**src/rtl/decode_stage_ps.sv**
```systemverilog
`default_nettype none
// ============================================================================
// Module   : decode_stage_ps
// Purpose  : Pipeline decode stage. Decodes one 16-bit instruction per
//            cycle, reads operands from an 8-entry register file written back
//            from WB (with same-cycle WB bypass), detects load-use hazards and
//            inserts one bubble per dependency, and registers controls,
//            operands and the sign-extended immediate into ID/EX.
// Ports    : clk, rst                      - clock, synchronous active-high reset
//            instr_valid, instruction      - fetched instruction and its qualifier
//            flush, hold                   - kill decode / freeze ID/EX
//            wb_reg_write, wb_addr, wb_data- register-file write port
//            stall_out                     - combinational fetch stall
//            valid_r .. illegal_r          - registered ID/EX controls
//            read_data1_r, read_data2_r,
//            imm_r, rd_r                   - registered operands / destination
//            stall_count                   - saturating hazard-bubble count
// Revision : 1.0 - initial release
// ============================================================================
module decode_stage_ps #(
   parameter int WIDTH = 16,
   parameter int IMM_W = 7,
   parameter int CNT_W = 16
) (
   input  logic             clk,
   input  logic             rst,
   input  logic             instr_valid,
   input  logic [15:0]      instruction,
   input  logic             flush,
   input  logic             hold,
   input  logic             wb_reg_write,
   input  logic [2:0]       wb_addr,
   input  logic [WIDTH-1:0] wb_data,
   output logic             stall_out,
   output logic             valid_r,
   output logic [1:0]       ALUOp_r,
   output logic [1:0]       carrySelect_r,
   output logic             WB_ALUtoReg_r,
   output logic             RegWrite_r,
   output logic             MemRead_r,
   output logic             MemWrite_r,
   output logic             alu_src_imm_r,
   output logic             illegal_r,
   output logic [WIDTH-1:0] read_data1_r,
   output logic [WIDTH-1:0] read_data2_r,
   output logic [WIDTH-1:0] imm_r,
   output logic [2:0]       rd_r,
   output logic [CNT_W-1:0] stall_count
);

   localparam logic [0:0] c_ST_RUN    = 1'b0;
   localparam logic [0:0] c_ST_BUBBLE = 1'b1;

   localparam logic [2:0] c_OP_NOP   = 3'b000;
   localparam logic [2:0] c_OP_ALUR  = 3'b001;
   localparam logic [2:0] c_OP_ADDI  = 3'b010;
   localparam logic [2:0] c_OP_LOAD  = 3'b011;
   localparam logic [2:0] c_OP_STORE = 3'b100;
   localparam logic [2:0] c_OP_CARRY = 3'b101;

   // ID/EX contents; an all-zero value is the bubble.
   typedef struct packed {
      logic             valid;
      logic [1:0]       aluop;
      logic [1:0]       carry;
      logic             wb_alu;
      logic             reg_write;
      logic             mem_read;
      logic             mem_write;
      logic             alu_src_imm;
      logic             illegal;
      logic [WIDTH-1:0] rd1;
      logic [WIDTH-1:0] rd2;
      logic [WIDTH-1:0] imm;
      logic [2:0]       rd;
   } idex_t;

   idex_t            idex_q, idex_d;
   logic [0:0]       state_q, state_d;
   logic [CNT_W-1:0] cnt_q;
   logic [WIDTH-1:0] rf_q [8];

   logic [2:0]       w_opcode, w_rs1_addr, w_rs2_addr;
   logic [WIDTH-1:0] w_rd1, w_rd2, w_imm;
   logic             w_use_rs1, w_use_rs2;
   logic             w_hazard, w_hazard_stall, w_count_en;
   idex_t            w_dec;

   assign w_opcode   = instruction[15:13];
   assign w_rs1_addr = instruction[12:10];
   assign w_rs2_addr = instruction[9:7];
   assign w_imm      = {{(WIDTH-IMM_W){instruction[IMM_W-1]}}, instruction[IMM_W-1:0]};

   // A WB write in the same cycle is forwarded so decode never sees stale data.
   assign w_rd1 = (wb_reg_write && (wb_addr == w_rs1_addr)) ? wb_data : rf_q[w_rs1_addr];
   assign w_rd2 = (wb_reg_write && (wb_addr == w_rs2_addr)) ? wb_data : rf_q[w_rs2_addr];

   // Register file: writes are unconditional w.r.t. flush/hold/stall.
   always_ff @(posedge clk) begin
      if (rst) begin
         for (int i = 0; i < 8; i++) rf_q[i] <= '0;
      end else if (wb_reg_write) begin
         rf_q[wb_addr] <= wb_data;
      end
   end

   // Instruction decode; also reports which source fields the opcode reads.
   always_comb begin
      w_dec       = '0;
      w_use_rs1   = 1'b0;
      w_use_rs2   = 1'b0;
      w_dec.valid = 1'b1;
      w_dec.rd1   = w_rd1;
      w_dec.rd2   = w_rd2;
      w_dec.imm   = w_imm;
      w_dec.rd    = w_rs1_addr;
      case (w_opcode)
         c_OP_NOP: ;
         c_OP_ALUR: begin
            w_dec.aluop     = instruction[1:0];
            w_dec.carry     = instruction[3:2];
            w_dec.reg_write = 1'b1;
            w_dec.wb_alu    = 1'b1;
            w_use_rs1       = 1'b1;
            w_use_rs2       = 1'b1;
         end
         c_OP_ADDI: begin
            w_dec.alu_src_imm = 1'b1;
            w_dec.reg_write   = 1'b1;
            w_dec.wb_alu      = 1'b1;
            w_use_rs1         = 1'b1;
         end
         c_OP_LOAD: begin
            w_dec.mem_read    = 1'b1;
            w_dec.reg_write   = 1'b1;
            w_dec.alu_src_imm = 1'b1;
            w_use_rs2         = 1'b1;
         end
         c_OP_STORE: begin
            w_dec.mem_write   = 1'b1;
            w_dec.alu_src_imm = 1'b1;
            w_use_rs1         = 1'b1;
            w_use_rs2         = 1'b1;
         end
         c_OP_CARRY: w_dec.carry = instruction[1:0];
         default:    w_dec.illegal = 1'b1;
      endcase
   end

   // Load in ID/EX whose destination is read by the instruction in decode.
   assign w_hazard = idex_q.valid & idex_q.mem_read & instr_valid &
                     ((w_use_rs1 & (idex_q.rd == w_rs1_addr)) |
                      (w_use_rs2 & (idex_q.rd == w_rs2_addr)));

   // FSM: state register
   always_ff @(posedge clk) begin
      if (rst) state_q <= c_ST_RUN;
      else     state_q <= state_d;
   end

   // FSM: next state
   always_comb begin
      state_d = state_q;
      if (flush)                                   state_d = c_ST_RUN;
      else if (hold)                               state_d = state_q;
      else if ((state_q == c_ST_RUN) && w_hazard)  state_d = c_ST_BUBBLE;
      else                                         state_d = c_ST_RUN;
   end

   // FSM: outputs. A bubble in ID/EX cannot be a load, so BUBBLE never stalls.
   always_comb begin
      stall_out      = 1'b0;
      w_hazard_stall = 1'b0;
      w_count_en     = 1'b0;
      if (!rst && !flush) begin
         if (hold) begin
            stall_out = 1'b1;
         end else if ((state_q == c_ST_RUN) && w_hazard) begin
            stall_out      = 1'b1;
            w_hazard_stall = 1'b1;
            w_count_en     = 1'b1;
         end
      end
   end

   // ID/EX next value: flush > hold > hazard bubble > idle bubble > decode.
   always_comb begin
      idex_d = idex_q;
      if (flush)                              idex_d = '0;
      else if (hold)                          idex_d = idex_q;
      else if (w_hazard_stall || !instr_valid) idex_d = '0;
      else                                    idex_d = w_dec;
   end

   always_ff @(posedge clk) begin
      if (rst) idex_q <= '0;
      else     idex_q <= idex_d;
   end

   always_ff @(posedge clk) begin
      if (rst)
         cnt_q <= '0;
      else if (w_count_en && (cnt_q != {CNT_W{1'b1}}))
         cnt_q <= cnt_q + 1'b1;
   end

   assign valid_r       = idex_q.valid;
   assign ALUOp_r       = idex_q.aluop;
   assign carrySelect_r = idex_q.carry;
   assign WB_ALUtoReg_r = idex_q.wb_alu;
   assign RegWrite_r    = idex_q.reg_write;
   assign MemRead_r     = idex_q.mem_read;
   assign MemWrite_r    = idex_q.mem_write;
   assign alu_src_imm_r = idex_q.alu_src_imm;
   assign illegal_r     = idex_q.illegal;
   assign read_data1_r  = idex_q.rd1;
   assign read_data2_r  = idex_q.rd2;
   assign imm_r         = idex_q.imm;
   assign rd_r          = idex_q.rd;
   assign stall_count   = cnt_q;

endmodule
`default_nettype wire

```
**config.mk**
```make
export PLATFORM = sky130hd
export DESIGN_NAME = decode_stage_ps
export DESIGN_NICKNAME = d
export VERILOG_FILES = /design/src/rtl/decode_stage_ps.sv
export SDC_FILE = /design/constraint.sdc
export NUM_CORES = 1
export LEC_CHECK = 0
export BUFFER_PORTS_ARGS = -buffer_cell sky130_fd_sc_hd__buf_2
export CORE_UTILIZATION = 55
export CTS_CLUSTER_DIAMETER = 150
export DETAILED_ROUTE_END_ITERATION = 8
export GPL_TIMING_DRIVEN = 0
export HOLD_SLACK_MARGIN = 0.15
export PLACE_DENSITY_LB_ADDON = 0.08
export SLEW_MARGIN = 15
export SYNTH_ARGS = -nofsm -noshare
export SYNTH_HDL_FRONTEND = slang
export SYNTH_SLANG_ARGS = --single-unit
```
**constraint.sdc**
```tcl
create_clock -name clk -period 2.61 [get_ports clk]
set_input_delay 0.261 -clock clk [delete_from_list [all_inputs] [get_ports clk]]
set_output_delay 0.261 -clock clk [all_outputs]
set_load 0.1 [all_outputs]
```
==> results of run 1 <==
-- cell usage after synthesis, drive strengths merged --
| master | count | share of area |
|---|---|---|
| a2111oi | 1 | 0.00088 |
| a21oi | 13 | 0.0066 |
| a22o | 11 | 0.0097 |
| a32o | 5 | 0.0051 |
| and2 | 132 | 0.083 |
| and3 | 3 | 0.0019 |
| and4 | 3 | 0.0027 |
| and4b | 1 | 0.0010 |
| buf | 34 | 0.022 |
| clkbuf | 39 | 0.015 |
| dfxtp | 70 | 0.14 |
| edfxtp | 128 | 0.39 |
| ha | 1 | 0.0013 |
| inv | 3 | 0.0011 |
| mux2 | 67 | 0.076 |
| mux2i | 4 | 0.0040 |
| mux4 | 32 | 0.073 |
| nand2 | 47 | 0.018 |
| nand2b | 4 | 0.0025 |
| nand3 | 7 | 0.0035 |
| nand4 | 9 | 0.0057 |
| nor2 | 38 | 0.015 |
| nor2b | 6 | 0.0038 |
| nor3 | 8 | 0.0045 |
| nor3b | 1 | 0.00076 |
| nor4 | 3 | 0.0019 |
| o21ai | 104 | 0.053 |
| o221ai | 1 | 0.00088 |
| o22a | 1 | 0.00088 |
| o22ai | 32 | 0.020 |
| o31ai | 11 | 0.0083 |
| or2 | 8 | 0.0051 |
| or3 | 3 | 0.0019 |
| or4 | 10 | 0.0076 |
| xnor2 | 12 | 0.012 |
| xor2 | 2 | 0.0018 |
-- per-layer routing --
layer	up-vias	share of wire	GRT usage	routed length (um)
met5	-	0	0	0
met4	0	0.010	0.06852	258
li1	3424	-	-	-
met2	286	0.46	0.4284	11400
met3	24	0.065	0.04288	1626
met1	3502	0.46	0.4150	11540
-- cell type report --
cell class | instances | share of cell area
tap | 225 | 0.02456
buffer | 73 | 0.03221
timing repair buffer | 122 | 0.05939
clock inverter | 10 | 0.008188
clock buffer | 22 | 0.03996
sequential | 198 | 0.4593
inverter | 3 | 0.0009825
multi-input combinational | 580 | 0.3754
-- logic make-up (layout without fill, tap and decap cells) --
| logic type | Yosys count | after routing | synth area share |
|---|---|---|---|
| AND/OR/NAND/NOR | 283 | 283 | 0.1587 |
| flip-flops | 198 | 198 | 0.5296 |
| AO/OA/AOI/OAI | 179 | 179 | 0.1051 |
| multiplexers | 103 | 103 | 0.1530 |
| buffers and inverters | 76 | 230 | 0.03841 |
| XOR/XNOR | 14 | 14 | 0.01390 |
| adder cells (fa/ha/maj) | 1 | 1 | 0.001263 |
-- worst max-delay path, delay by kind of cell, from the launching register on --
family / cells / cell delay (ps)
and+or+nand+nor: 4 / 740
AOI/OAI and AO/OA: 1 / 310
DFF: 1 / 370
buffers and inverters: 2 / 400
-- through the flow --
stage	std cells	hold slack, ps	setup WS (ps)	area [sq um]
floorplan	854	352.5	76.49	9933
global placement	1190	428.4	170.3	10770
detailed placement	1190	436.5	143.2	10780
CTS	1233	162.6	19.36	11440
global route	1233	183.6	8.152	11460
finish	1233	169.4	97.59	11460
-- sequential cells by signal, summed over array words and instances (netlist names), 2 cells and up --
name	flops
rf_q	128
stall_count	16
rd_r	3
read_data2_r	16
ALUOp_r	2
carrySelect_r	2
read_data1_r	16
imm_r	7
-- path summary, 6_finish.rpt --
| check | from | to | slack [ps] | cells after the start |
|---|---|---|---|---|
| setup / recovery | valid_r | stall_out | 100 | 7 |
| hold / removal | instruction[14] | alu_src_imm_r | 170 | 3 |
| setup reg to reg | valid_r | state_q | 300 | 7 |
| hold reg to reg | read_data2_r[2] | read_data2_r[2] | 440 | 2 |
-- power groups by stage --
stage                     Sequential [uW]  Combinational [uW]  Clock [uW]
after global routing                 3560                1010        2700
after CTS                            3550                 933        2560
final                                3550                 947        2550
after global placement               3600                 906           0
after detailed placement             3610                 916           0
after floorplan                      3730                 512           0
-- what timing repair did --
action / in CTS / in global routing
setup buffers: 0 / 0
hold endpoints to repair: 14 / 0
hold buffers: 11 / 0
gates resized for setup: 1 / 4
endpoints found under the setup margin: 1 / 1
cloned: 0 / 0
==> metrics.md, run 1 <==
| Metric | Value |
|---|---|
| Vias per inst | `5.869` |
| Clk network pwr share | `0.362` |
| First-pass GRT wire length | `37860 um` |
| Crit-path slowest cell | `dfxtp_4` |
| CP endpoint kind | `primary output` |
| Mapped Area | `9903 sq um` |
| FF+latch count, synth | `198` |
| Aggregate global routing overflow | `0` |
| Slew HR | `0.1136` |
| Sequential share of the synthesized area | `0.5296` |
| Row cnt | `48` |
| Synth cell types | `42` |
| Most frequent cells in the layout | `132 x and2_1, 128 x edfxtp_1, 126 x buf_2` |
| Switching pwr | `1868 uW` |
| Outcome | `complete, no violations` |
| Per-cell routed wire length | `20.13 um` |
| Clock Tree Root | `clkbuf_16` |
| ANT cells | `0` |
| Reg clk slew, reported paths | `70 ps` |
| Peak supply drop | `0.5220 mV` |
| Switch share | `0.2653` |
| Commonest non-fill, non-tap cell in the layout | `and2_1` |
| CP peak stage delay | `370 ps` |
| Die width | `136.2 um` |
| Starting Density | `0.5686` |
| CP required | `2350 ps` |
| Comb pwr share | `0.134` |
| Net count after synthesis | `896` |
| Worst-Skew Late Latency | `440 ps` |
| Drt pass-1 iters | `5` |
| Remaining antenna violation count | `0` |
| Area of the multi-input gates | `4303 sq um` |
| Kind of critical path | `register to primary output` |
| P_leak | `0.004306 uW` |
| Largest net degree at the start of global routing | `17` |
| WL final | `24830 um` |
| Synthesis Warnings | `0` |
| GRT Resource Usage Total | `0.2793` |
| Total negative slack | `0 ps` |
| CTS tree | `yes` |
| Num CTS Buffers | `17` |
| Pwr dens | `614.3 nW/um^2` |
| Die Height | `136.2 um` |
| Cell count after synthesis | `854` |
| Final hold viol count | `0` |
| Internal power component | `5173 uW` |
| Vias in the first global route | `6727` |
| Total area of sequential cells | `5264 sq um` |
| Unrepaired setup endpoints after global routing | `no` |
| Layout Utilization | `0.6580` |
| Core box area | `17420 sq um` |
| TritonCTS Sinks | `198` |
| Dpl hpwl | `18090 um` |
| Slew Viols, Final | `0` |
| CP max FO | `10` |
| Crit path launch type | `register` |
| Routability Congestion | `0.8849` |
| Average cell area after synthesis | `11.60 sq um` |
| Period minus WS final | `2512 ps` |
| DRC violations left | `0` |
| Final Cycle Share | `0.9626` |
| Nets | `1037` |
| Fillers | `1351` |
| Clk buf depth | `2` |
| Ratio of cells with drive above 1 in the final layout | `0.2907` |
| Number of max-cap violations | `0` |
| Power Total | `7041 uW` |
| Full die area | `18550 sq um` |
| Slew @ Worst Pin | `1318 ps` |
| Endpoints failing setup | `0` |
| Fmax | `0.3980 GHz` |
| Synth-to-layout area growth | `15.73%` |
| Max Clock Skew | `9.514 ps` |
| I/O pin count | `120` |
| Worst Hold Class | `input port to register` |
| Reg power frac | `0.504` |
| CTS H-tree depth | `4` |
| Crit-path cells | `and4b_1 -> nand4_1 -> o22a_2 -> buf_2 -> nor2b_1 -> nor3_4 -> buf_12` |
| Via Count | `7236` |
| Initial antenna violation count | `0` |
| Initial drt markers | `786` |
| PortBufs | `111` |
| Critical path arrival | `2250 ps` |
Note: power is estimated with default switching activity, not from simulation.
==> run 2: changes to the inputs <==
CAP_MARGIN = 20   (was not set)
clock period = 2.73 ns   (was 2.61 ns; I/O delays follow)
==> metrics.md, run 2 (same netlist as run 1, synthesis figures left out) <==
| Metric | Value |
|---|---|
| Outcome | `complete, no violations` |
| Reg2reg start | `valid_r` |
| Period minus WS final | `2599 ps` |
| Unrepaired setup endpoints after global routing | `no` |
| Final Cycle Share | `0.9521` |
| Top reg by flops | `rf_q` |
| Most frequent cells in the layout | `132 x and2_1, 128 x buf_2, 128 x edfxtp_1` |
| Core box area | `17420 sq um` |
| WP buf/inv | `4` |
| Aggregate global routing overflow | `0` |
| Crit-path slowest cell | `dlygate4sd3_1` |
| Max Clock Skew | `6.025 ps` |
| Total negative slack | `0 ps` |
| WL final | `25210 um` |
| Dpl hpwl | `18390 um` |
| Peak supply drop | `0.5096 mV` |
| Register-to-Register Path Depth | `7` |
| Worst-Skew Late Latency | `430 ps` |
| First-pass GRT wire length | `38320 um` |
| CP max FO | `10` |
| CP peak stage delay | `540 ps` |
| Vias per inst | `5.953` |
| Fmax | `0.3847 GHz` |
| CP endpoint kind | `primary output` |
| CP endpoint | `stall_out` |
| Vias in the first global route | `6897` |
| Reg power frac | `0.498` |
| Post-route cell area | `11500 sq um` |
| Hold path depth | `2` |
| I/O pin count | `120` |
| Reg2Reg Capture Point | `state_q` |
| Full die area | `18550 sq um` |
| Die width | `136.2 um` |
| Initial drt markers | `748` |
| Synth-to-layout area growth | `16.12%` |
| Clk buf depth | `2` |
| R2R Setup Slk | `270 ps` |
| P_leak | `0.004346 uW` |
| TritonCTS Sinks | `198` |
| Clk network pwr share | `0.368` |
| CTS H-tree depth | `4` |
| Number of max-cap violations | `0` |
| Worst path depth | `9` |
| Die Height | `136.2 um` |
| DRC violations left | `0` |
| Row cnt | `48` |
| Routability Congestion | `0.8956` |
| Critical path arrival | `2330 ps` |
| CTS tree | `yes` |
| GRT Resource Usage Total | `0.2822` |
| Reg clk slew, reported paths | `70 ps` |
| Post-CTS Setup Bufs | `0` |
| Internal power component | `5057 uW` |
| Critical path's top delay family | `buffers and inverters` |
| Via Count | `7370` |
| Final hold viol count | `0` |
| Slew Viols, Final | `0` |
| Remaining antenna violation count | `0` |
| Clock Tree Root | `clkbuf_16` |
| Per-cell routed wire length | `20.36 um` |
| Slew HR | `0.3457` |
| Kind of critical path | `input port to primary output` |
| Comb pwr share | `0.134` |
| CP required | `2460 ps` |
| Pwr dens | `592.9 nW/um^2` |
| Starting Density | `0.5686` |
| Num CTS Buffers | `17` |
| Endpoints failing setup | `0` |
| Initial antenna violation count | `1` |
| PortBufs | `111` |
| Drt pass-1 iters | `6` |
| Switching pwr | `1761 uW` |
| Max reg flops | `128` |
| Worst Hold Class | `input port to register` |
| Nets | `1041` |
| Hold slack | `211.8 ps` |
| Critical path origin | `instruction[14]` |
| Ratio of cells with drive above 1 in the final layout | `0.2905` |
| Largest net degree at the start of global routing | `17` |
| Power Total | `6818 uW` |
| Switch share | `0.2583` |
| Placed inst area | `10780 sq um` |
| Crit-path cells | `dlygate4sd3_1 -> buf_4 -> nor2_4 -> mux2i_1 -> o22a_1 -> buf_2 -> nor2b_1 -> nor3_4 -> buf_8` |
| Slew @ Worst Pin | `974.0 ps` |
| Commonest non-fill, non-tap cell in the layout | `and2_1` |
| Crit path launch type | `input port` |
## run 2: how the worst min path moves through the flow
stage,startpoint,endpoint
detailed placement,read_data2_r[4],read_data2_r[4]
global placement,read_data1_r[2],read_data1_r[2]
floorplan,flush,state_q
CTS,instruction[15],MemWrite_r
finish,instruction[15],MemWrite_r
global route,instruction[15],MemWrite_r
## run 2: stage by stage
stage	cells	setup WS (ps)	util
global route	1238	13.39	0.6603
finish	1238	130.6	0.6603
detailed placement	1193	229.7	0.6188
floorplan	854	23.05	-
global placement	1190	265.6	0.6177
CTS	1236	18.99	0.6591
## run 2: final cells by class
type | instances | area [sq um]
Fill cell | 1386 | 5917
Sequential cell | 198 | 5251
Multi-Input combinational cell | 580 | 4294
Timing Repair Buffer | 126 | 700.7
Clock buffer | 26 | 554.3
Buffer | 73 | 369.1
Tap cell | 225 | 281.5
Clock inverter | 6 | 35.03
Inverter | 3 | 11.26
Antenna cell | 1 | 2.502
## run 2: power groups by stage
stage               Combinational (uW)  Clock (uW)  Sequential, uW
CTS                                895        2520            3400
global placement                   869           0            3450
finish                             912        2510            3400
global route                       963        2630            3410
detailed placement                 878           0            3460
floorplan                          490           0            3570
## run 2: what timing repair did
item / CTS / global route
hold endpoints to repair: 14 / 0
gates resized for setup: 1 / 3
hold buffers: 11 / 0
endpoints found under the setup margin: 1 / 2
## run 2: per-layer routing
| metal | track usage | up-vias | part of all wire |
|---|---|---|---|
| met4 | 0.09753 | 0 | 0.020 |
| met5 | 0 | - | 0 |
| met2 | 0.4275 | 337 | 0.45 |
| met1 | 0.4136 | 3553 | 0.45 |
| met3 | 0.04176 | 46 | 0.076 |
| li1 | - | 3434 | - |
